===== config.mk =====
export PLATFORM = sky130hd
export DESIGN_NAME = univ_shift_reg_flat
export DESIGN_NICKNAME = d
export VERILOG_FILES = /design/src/rtl/univ_shift_reg_if.sv /design/src/rtl/univ_shift_reg.sv /design/src/flat_wrapper.sv
export SDC_FILE = /design/constraint.sdc
export NUM_CORES = 1
export LEC_CHECK = 0
export ABC_AREA = 1
export CAP_MARGIN = 0
export CORE_ASPECT_RATIO = 0.8
export CORE_MARGIN = 8
export CORE_UTILIZATION = 47
export CTS_CLUSTER_SIZE = 14
export DETAILED_ROUTE_END_ITERATION = 10
export PLACE_DENSITY = 0.84
export SLEW_MARGIN = 20
export SYNTH_ARGS = -nofsm -noshare
export SYNTH_HDL_FRONTEND = slang
export SYNTH_SLANG_ARGS = --single-unit

===== constraint.sdc =====
create_clock -name CLK -period 2.9 [get_ports CLK]
set_input_delay 0.435 -clock CLK [delete_from_list [all_inputs] [get_ports CLK]]
set_output_delay 0.435 -clock CLK [all_outputs]
set_load 0.02 [all_outputs]

===== src/rtl/univ_shift_reg_if.sv =====
// ---------------------------------------------------------------------------
// univ_shift_reg_if
//
// Purpose:
//   Bundles the control, data and status signals of the universal shift
//   register so that a lab datapath can hand one connection to the block
//   instead of eleven loose wires. Clock and clear stay outside the bundle
//   as plain ports on the register itself.
//
// Parameters:
//   WIDTH  register width in bits (2..32)
//   CW     width of the shift-progress counter, $clog2(WIDTH+1)
//
// Signals:
//   Setn   synchronous active-low preset (Q -> all ones)
//   EN     clock enable for MODE operations
//   MODE   3-bit operation select
//   D      parallel load data
//   SR     serial input entering the MSB on shift right
//   SL     serial input entering the LSB on shift left
//   Q      register contents
//   SO_R   serial output on the right, Q[0]
//   SO_L   serial output on the left, Q[WIDTH-1]
//   CNT    shifts since the last load/set/clear, saturating at WIDTH
//   DONE   one-cycle pulse after the WIDTH-th shift
//
// Modports:
//   master  the datapath that drives controls and reads status
//   slave   the shift register itself
// ---------------------------------------------------------------------------
interface univ_shift_reg_if #(
    parameter int WIDTH = 8
);

    localparam int CW = $clog2(WIDTH + 1);

    logic             Setn;
    logic             EN;
    logic [2:0]       MODE;
    logic [WIDTH-1:0] D;
    logic             SR;
    logic             SL;
    logic [WIDTH-1:0] Q;
    logic             SO_R;
    logic             SO_L;
    logic [CW-1:0]    CNT;
    logic             DONE;

    modport master (
        output Setn,
        output EN,
        output MODE,
        output D,
        output SR,
        output SL,
        input  Q,
        input  SO_R,
        input  SO_L,
        input  CNT,
        input  DONE
    );

    modport slave (
        input  Setn,
        input  EN,
        input  MODE,
        input  D,
        input  SR,
        input  SL,
        output Q,
        output SO_R,
        output SO_L,
        output CNT,
        output DONE
    );

endinterface


===== src/rtl/univ_shift_reg.sv =====
// ---------------------------------------------------------------------------
// univ_shift_reg
//
// Purpose:
//   Parametrised universal shift register, the successor of the old 8-bit
//   D register with set/clear. Besides hold/load/clear it shifts and rotates
//   in both directions and keeps a saturating count of shifts so that a
//   datapath knows when a full word has been serialised or deserialised
//   (UART-style framing, LED chasers).
//
// Parameters:
//   WIDTH  register width in bits, 2..32
//
// Ports:
//   CLK    rising-edge clock
//   Clrn   asynchronous active-low clear of Q, CNT and DONE
//   bus    univ_shift_reg_if slave modport:
//            in : Setn, EN, MODE, D, SR, SL
//            out: Q, SO_R, SO_L, CNT, DONE
//
// Operation priority at each rising edge: Setn low, then EN low, then MODE.
// ---------------------------------------------------------------------------
module univ_shift_reg #(
    parameter int WIDTH = 8
) (
    input  logic              CLK,
    input  logic              Clrn,
    univ_shift_reg_if.slave   bus
);

    localparam int CW = $clog2(WIDTH + 1);

    localparam logic [CW-1:0] cnt_full = CW'(WIDTH);
    localparam logic [CW-1:0] cnt_last = CW'(WIDTH - 1);

    // Operation codes carried on MODE. The last code is unassigned and is
    // treated exactly like hold so that a stray value cannot corrupt Q.
    typedef enum logic [2:0] {
        MODE_HOLD     = 3'b000,
        MODE_SHR      = 3'b001,
        MODE_SHL      = 3'b010,
        MODE_LOAD     = 3'b011,
        MODE_ROR      = 3'b100,
        MODE_ROL      = 3'b101,
        MODE_CLEAR    = 3'b110,
        MODE_RESERVED = 3'b111
    } mode_e;

    mode_e            mode;
    logic [WIDTH-1:0] q_reg;
    logic [WIDTH-1:0] q_next;
    logic [CW-1:0]    cnt_reg;
    logic [CW-1:0]    cnt_next;
    logic             done_reg;
    logic             done_next;
    logic             shift_op;

    assign mode = mode_e'(bus.MODE);

    // Next-state logic for the data register. Preset beats the enable, and
    // the enable gates every MODE operation. Shifts and rotates in either
    // direction are flagged as a single "shift_op" because they all advance
    // the progress counter the same way.
    always_comb begin
        q_next   = q_reg;
        shift_op = 1'b0;

        if (!bus.Setn) begin
            q_next = '1;
        end else if (bus.EN) begin
            case (mode)
                MODE_SHR: begin
                    q_next   = {bus.SR, q_reg[WIDTH-1:1]};
                    shift_op = 1'b1;
                end
                MODE_SHL: begin
                    q_next   = {q_reg[WIDTH-2:0], bus.SL};
                    shift_op = 1'b1;
                end
                MODE_LOAD: begin
                    q_next = bus.D;
                end
                MODE_ROR: begin
                    q_next   = {q_reg[0], q_reg[WIDTH-1:1]};
                    shift_op = 1'b1;
                end
                MODE_ROL: begin
                    q_next   = {q_reg[WIDTH-2:0], q_reg[WIDTH-1]};
                    shift_op = 1'b1;
                end
                MODE_CLEAR: begin
                    q_next = '0;
                end
                MODE_HOLD, MODE_RESERVED: begin
                    q_next = q_reg;
                end
                default: begin
                    q_next = q_reg;
                end
            endcase
        end
    end

    // Next-state logic for the progress counter and the DONE pulse. The
    // counter restarts on preset, load and sync clear, and saturates at
    // WIDTH. DONE is computed here from the old count so that the
    // registered pulse lands in the cycle right after the WIDTH-th shift
    // and never repeats while the count sits at WIDTH.
    always_comb begin
        cnt_next  = cnt_reg;
        done_next = 1'b0;

        if (!bus.Setn) begin
            cnt_next = '0;
        end else if (bus.EN) begin
            if (mode == MODE_LOAD || mode == MODE_CLEAR) begin
                cnt_next = '0;
            end else if (shift_op && (cnt_reg < cnt_full)) begin
                cnt_next  = cnt_reg + CW'(1);
                done_next = (cnt_reg == cnt_last);
            end
        end
    end

    // State registers. Clrn acts immediately and overrides everything,
    // including a simultaneous preset, which also aborts any shift sequence
    // in progress without producing a DONE pulse.
    always_ff @(posedge CLK or negedge Clrn) begin
        if (!Clrn) begin
            q_reg    <= '0;
            cnt_reg  <= '0;
            done_reg <= 1'b0;
        end else begin
            q_reg    <= q_next;
            cnt_reg  <= cnt_next;
            done_reg <= done_next;
        end
    end

    // Serial outputs come straight from Q so the bit about to leave on the
    // next shift is visible before the edge.
    assign bus.Q    = q_reg;
    assign bus.SO_R = q_reg[0];
    assign bus.SO_L = q_reg[WIDTH-1];
    assign bus.CNT  = cnt_reg;
    assign bus.DONE = done_reg;

endmodule

===== src/flat_wrapper.sv =====
// flat-port wrapper written by rule: the top's interface ports become plain ports
module univ_shift_reg_flat 
#(
    parameter int WIDTH = 8
)
  (CLK, Clrn, bus_Setn, bus_EN, bus_MODE, bus_D, bus_SR, bus_SL, bus_Q, bus_SO_R, bus_SO_L, bus_CNT, bus_DONE);
  univ_shift_reg_if #(.WIDTH(WIDTH)) bus_i ();
  input  logic CLK;
  input  logic Clrn;
  input wire logic [$bits(bus_i.Setn)-1:0] bus_Setn;
  input wire logic [$bits(bus_i.EN)-1:0] bus_EN;
  input wire logic [$bits(bus_i.MODE)-1:0] bus_MODE;
  input wire logic [$bits(bus_i.D)-1:0] bus_D;
  input wire logic [$bits(bus_i.SR)-1:0] bus_SR;
  input wire logic [$bits(bus_i.SL)-1:0] bus_SL;
  output wire logic [$bits(bus_i.Q)-1:0] bus_Q;
  output wire logic [$bits(bus_i.SO_R)-1:0] bus_SO_R;
  output wire logic [$bits(bus_i.SO_L)-1:0] bus_SO_L;
  output wire logic [$bits(bus_i.CNT)-1:0] bus_CNT;
  output wire logic [$bits(bus_i.DONE)-1:0] bus_DONE;
  assign bus_i.Setn = bus_Setn;
  assign bus_i.EN = bus_EN;
  assign bus_i.MODE = bus_MODE;
  assign bus_i.D = bus_D;
  assign bus_i.SR = bus_SR;
  assign bus_i.SL = bus_SL;
  assign bus_Q = bus_i.Q;
  assign bus_SO_R = bus_i.SO_R;
  assign bus_SO_L = bus_i.SO_L;
  assign bus_CNT = bus_i.CNT;
  assign bus_DONE = bus_i.DONE;
  univ_shift_reg #(.WIDTH(WIDTH)) u_core (.CLK(CLK), .Clrn(Clrn), .bus(bus_i));
endmodule

-- Word-level counts from Yosys, hierarchy flattened
Cells that the tools add are included.
- register bits after elaboration: 13
- bits in latches: 0
- memory bits (writable): 0
- bits in read-only memories: 0
- input port bits: 17
- output and inout port bits: 15
- logic and storage cells: 37
- memories kept: 0
- $add $sub $neg: 1
- multipliers: 0
- divide/modulo/power cells: 0
- $lt $le $gt $ge: 1
- eq/ne operators: 11
- shift-type cells: 0
- multiplexer cells: 14
- bitwise logic cells: 0
- reduce and logical (&&, ||, !) cells: 7
- operators by type and width (kind ; number):
    $pmux 8 s6 ; 1
    $mux 4 ; 4
    $mux 8 ; 2
    $eq 3x3->1 const B ; 4
    $mux 1 ; 7
    $eq 3x2->1 const B ; 2
    $add 4x1->4 const B ; 1
    $eq 4x3->1 const B ; 1
    $lt 4x4->1 const B ; 1
    $reduce_and 2->1 ; 2
    $reduce_or 4->1 ; 1
    $eq 3x1->1 const B ; 1
    $logic_not 3->1 ; 1
    $ne 3x1->1 const B ; 1
    $ne 2x1->1 const B ; 1
    $ne 2x2->1 const B ; 1
    $reduce_or 2->1 ; 1
    $logic_and 1x1->1 ; 1
    $logic_or 1x1->1 ; 1

-- Depth between registers and ports, before layout
- depth after elaboration: 10
- gate-level depth with buffers: 9
- depth with buffers taken out: 9

-- Worst setup path after synthesis
Ideal clock, no wire load.
- kind: input to register
- start point: input port bus_MODE[0]
- end point: register u_core.q_reg[1] (netlist: u_core.bus.Q[1])
- setup time: 0.124 ns
- data arrival time: 1.055 ns
- data required time: 2.776 ns
- slack: 1.721 ns
- stages on the path: 6
- buffers on the path: 0
- cells stage by stage: nand2_1 nand2_1 nand2_1 nand3_1 nor2_1 a21oi_1
- word-level cells in the longest chain between the ends: 4
- elaborated cells on any way between the ends: 14
- classes of those cells: 8 x eq/ne; 3 x mux; 3 x reduce/logical
- ends and longest elaborated chain (item ; line ; RTL):
    start, declared ; flat_wrapper.sv:12 ; input wire logic [$bits(bus_i.MODE)-1:0] bus_MODE;
    $eq 3x3->1 (tied with other cells) ; univ_shift_reg.sv:71 ; case (mode)
    $pmux 8 s6 or $reduce_or 2->1 (tied branches) ; univ_shift_reg.sv:71 ;
    $mux 8 or $ne 2x2->1 (tied branches) ; - ;
    $mux 8 or $reduce_and 2->1 (tied branches) ; - ;
    end signal, assigned ; univ_shift_reg.sv:134 ; q_reg <= q_next;
    end, declared ; univ_shift_reg.sv:50 ; logic [WIDTH-1:0] q_reg;
Several ways; a longest one is shown, not always the timed one. The select of a mux whose other input is x is not followed.
A chain may end at the register's enable or synchronous reset.

-- Worst setup path in the final report
- start point: register u_core.cnt_reg[1] (netlist: u_core.bus.CNT[1])
- end point: output port bus_CNT[1]
- RTL lines (item ; line ; RTL):
    start, declared ; univ_shift_reg.sv:52 ; logic [CW-1:0] cnt_reg;
    start signal, assigned ; univ_shift_reg.sv:135 ; cnt_reg <= cnt_next;
    end, declared ; flat_wrapper.sv:19 ; output wire logic [$bits(bus_i.CNT)-1:0] bus_CNT;
No word-level cell between the ends.

==> run metrics <==
worst path cell trace clkdlybuf4s50_1; I/O Buffers 31; P per Cell Area 399 mW/mm2; vias per cell 5.18; Fin. Hold Viols 0; Gate Count Post-Synth 131; worst r2r path cells 6; crit path DAT 1380 ps; total track usage 14.9%; die area 0.00354 mm2; Synth Area in Simple Gates 36.5%; IO Pins 32; Synth Cell Area 885 um2; global-route wire length before repair 4.10 mm; crit end category output pin; reg2reg setup slack 1710 ps; Root Buffer clkbuf_4; clock latency on the worst-skew pair 290 ps; setup TNS 0 ps; Num CTS Buffers 3; HPWL after DPL 1.95 mm; worst hold path class in -> async; reg2reg start u_core.bus.CNT[3]; Worst-path clk slew 90 ps; Bufs on Longest Clock Path 2; CP required 2470 ps; final setup vio count 0; CTS tree built; Post-Route WL 2.48 mm; CTS HTree Levels 1; Final Skew 16.7 ps; die width 64.5 um; Tmin final 1810 ps; largest family of logic cells by synthesized area simple AND/OR/NAND/NOR gates; row count 14; cell family with most CP delay buffers and inverters; Internal Pwr Total 0.000323 W; initial antenna violation count 0; footprint of the multi-input gates 492 um2; global route overflow 0; period utilization 62.5%; Antenna diodes 0; Pre-antenna DRT Iters 5; Seq cells post-synth 13; gp weighted congestion 0.828; 1st-iter DRT viols 34; Post-Syn Area per Cell 6.75 um2; layout cells sized above 1 5.49%; fin util 67.9%; max incr delay on CP 650 ps; Core Footprint 0.00182 mm2; wire per inst 13.2 um; most frequent cells in the layout clkdlybuf4s50_1, nand2_1, nor2_1, nand3_1; FILL cells 169; xor/xnor cell area share of the yosys netlist 0.990%; unrepaired setup endpoints after global routing false; max-cap viol count 0; P_sw 0.000171 W; CP max stage cell clkdlybuf4s50_1; switch share 34.6%; Final ANT Viol Nets 0; via count 974; Post-Synth Adder-Cell Area 1.41%; Sequential Area 325 um2; Max VDD drop 0.276 mV; Die Y 54.8 um; FMAX 0.551 GHz; Final nets 183; # Post-CTS Setup Buffers 0; post-synthesis compound-gate area fraction 16.7%; commonest non-fill, non-tap cell in the layout clkdlybuf4s50_1; Starting Density 48.6%; slew at the pin with the worst max-slew slack 645 ps; Worst Setup Path Type reg -> out; pin count of the biggest net entering global routing 14; leakage 0.577 nW; reg-to-reg endpoint u_core.bus.CNT[3]; Layout Area Growth over Synthesis 39.7%; post-synthesis sequential area ratio 36.8%; crit path to bus_CNT[1]; Crit path depth 1; CTS Hold Bufs 0; Critical Path Start u_core.bus.CNT[1]; Clock Power Share 24.0%; Yosys cell types 18; syn_nets 149; Slew Limit Fails 0; Sink Count 13; Seq pwr share 43.3%; Worst Path Max Fanout 5; vias in the first global route 900; Comb power frac 32.7%; Bufs and invs on worst path 1; # DRC 0; Critical Path Source Type flip-flop; outcome finished, final reports clean; Post-CTS Resized 0; mux contribution to synthesized area 0%; Syn. warnings 0; Slew headroom 56.9%
-- Yosys cell counts --
cell type	count	area share, %
a21boi_0	11	9.3
a21oi_1	11	6.2
buf_4	2	1.7
dfrtp_1	13	37
ha_1	1	1.4
inv_1	13	5.5
inv_2	1	0.42
nand2_1	30	13
nand2_2	3	2.1
nand3_1	14	7.9
nand3_2	1	1.1
nand4_1	1	0.71
nor2_1	25	11
nor2_2	1	0.71
nor3_1	1	0.57
o21ai_0	1	0.57
o21ai_1	1	0.57
xnor2_1	1	0.99
-- per-stage QoR --
step | power [W] | hold WS (ps) | worst slack (ps) | cells | area (um2)
global placement | 0.000372 | 535 | 1010 | 184 | 1210
finish | 0.000494 | 531 | 1090 | 188 | 1240
CTS | 0.000496 | 535 | 1080 | 188 | 1240
floorplan | 0.000299 | 139 | 1720 | 131 | 885
detailed placement | 0.000378 | 556 | 936 | 184 | 1210
global route | 0.000524 | 569 | 1030 | 188 | 1240
-- cell type report --
class                      instances  share of cell area, %
clock buffer                       4                   2.13
inverter                          14                   4.25
multi-input combinational        102                   39.8
sequential                        13                   26.3
tap                               24                   2.43
timing repair buffer              31                   25.1
-- power groups by stage --
| stage | Sequential [W] | Clock [W] | Combinational, W |
|---|---|---|---|
| after global placement | 0.000215 | 0 | 0.000157 |
| after detailed placement | 0.000217 | 0 | 0.000161 |
| after CTS | 0.000213 | 0.000122 | 0.000161 |
| after floorplan | 0.000231 | 0 | 0.0000683 |
| after global routing | 0.000216 | 0.000131 | 0.000177 |
| final | 0.000214 | 0.000119 | 0.000161 |
-- worst min path at each step --
stage | from | end | cells after the start
6_report | Clrn | u_core.bus.Q[0] | 1
4_1_cts | Clrn | u_core.bus.Q[0] | 1
5_1_grt | Clrn | u_core.bus.Q[0] | 1
3_5_place_dp | u_core.bus.CNT[3] | u_core.bus.CNT[3] | 2
2_1_floorplan | Clrn | u_core.bus.CNT[0] | 0
3_3_place_gp | u_core.bus.CNT[1] | u_core.bus.CNT[1] | 2
-- flip-flops by register name, summed over array words and instances (netlist names) --
name and flops:
u_core.bus.Q 8, u_core.bus.DONE 1, u_core.bus.CNT 4
-- worst reg2reg max path, delay by kind of cell (launching register included) --
| family | cells | cell delay (ps) |
|---|---|---|
| flops | 1 | 430 |
| simple gates | 6 | 640 |
-- kinds of logic (layout without fill, tap and decap cells) --
logic type | count (synthesis) | in the layout
simple gates | 76 | 76
compound gates | 24 | 24
buf+inv | 16 | 49
flops | 13 | 13
fa+ha+maj | 1 | 1
xor+xnor | 1 | 1
-- layer usage --
layer  GRT usage (%)  up-vias  part of all wire [%]
met2            27.5       32                    50
met5               0        -                     0
met3            4.29        7                   6.3
met4            7.58        0                   1.7
li1                -      492                     -
met1            15.8      443                    42
No activity file was read; power rests on OpenSTA's default activity.
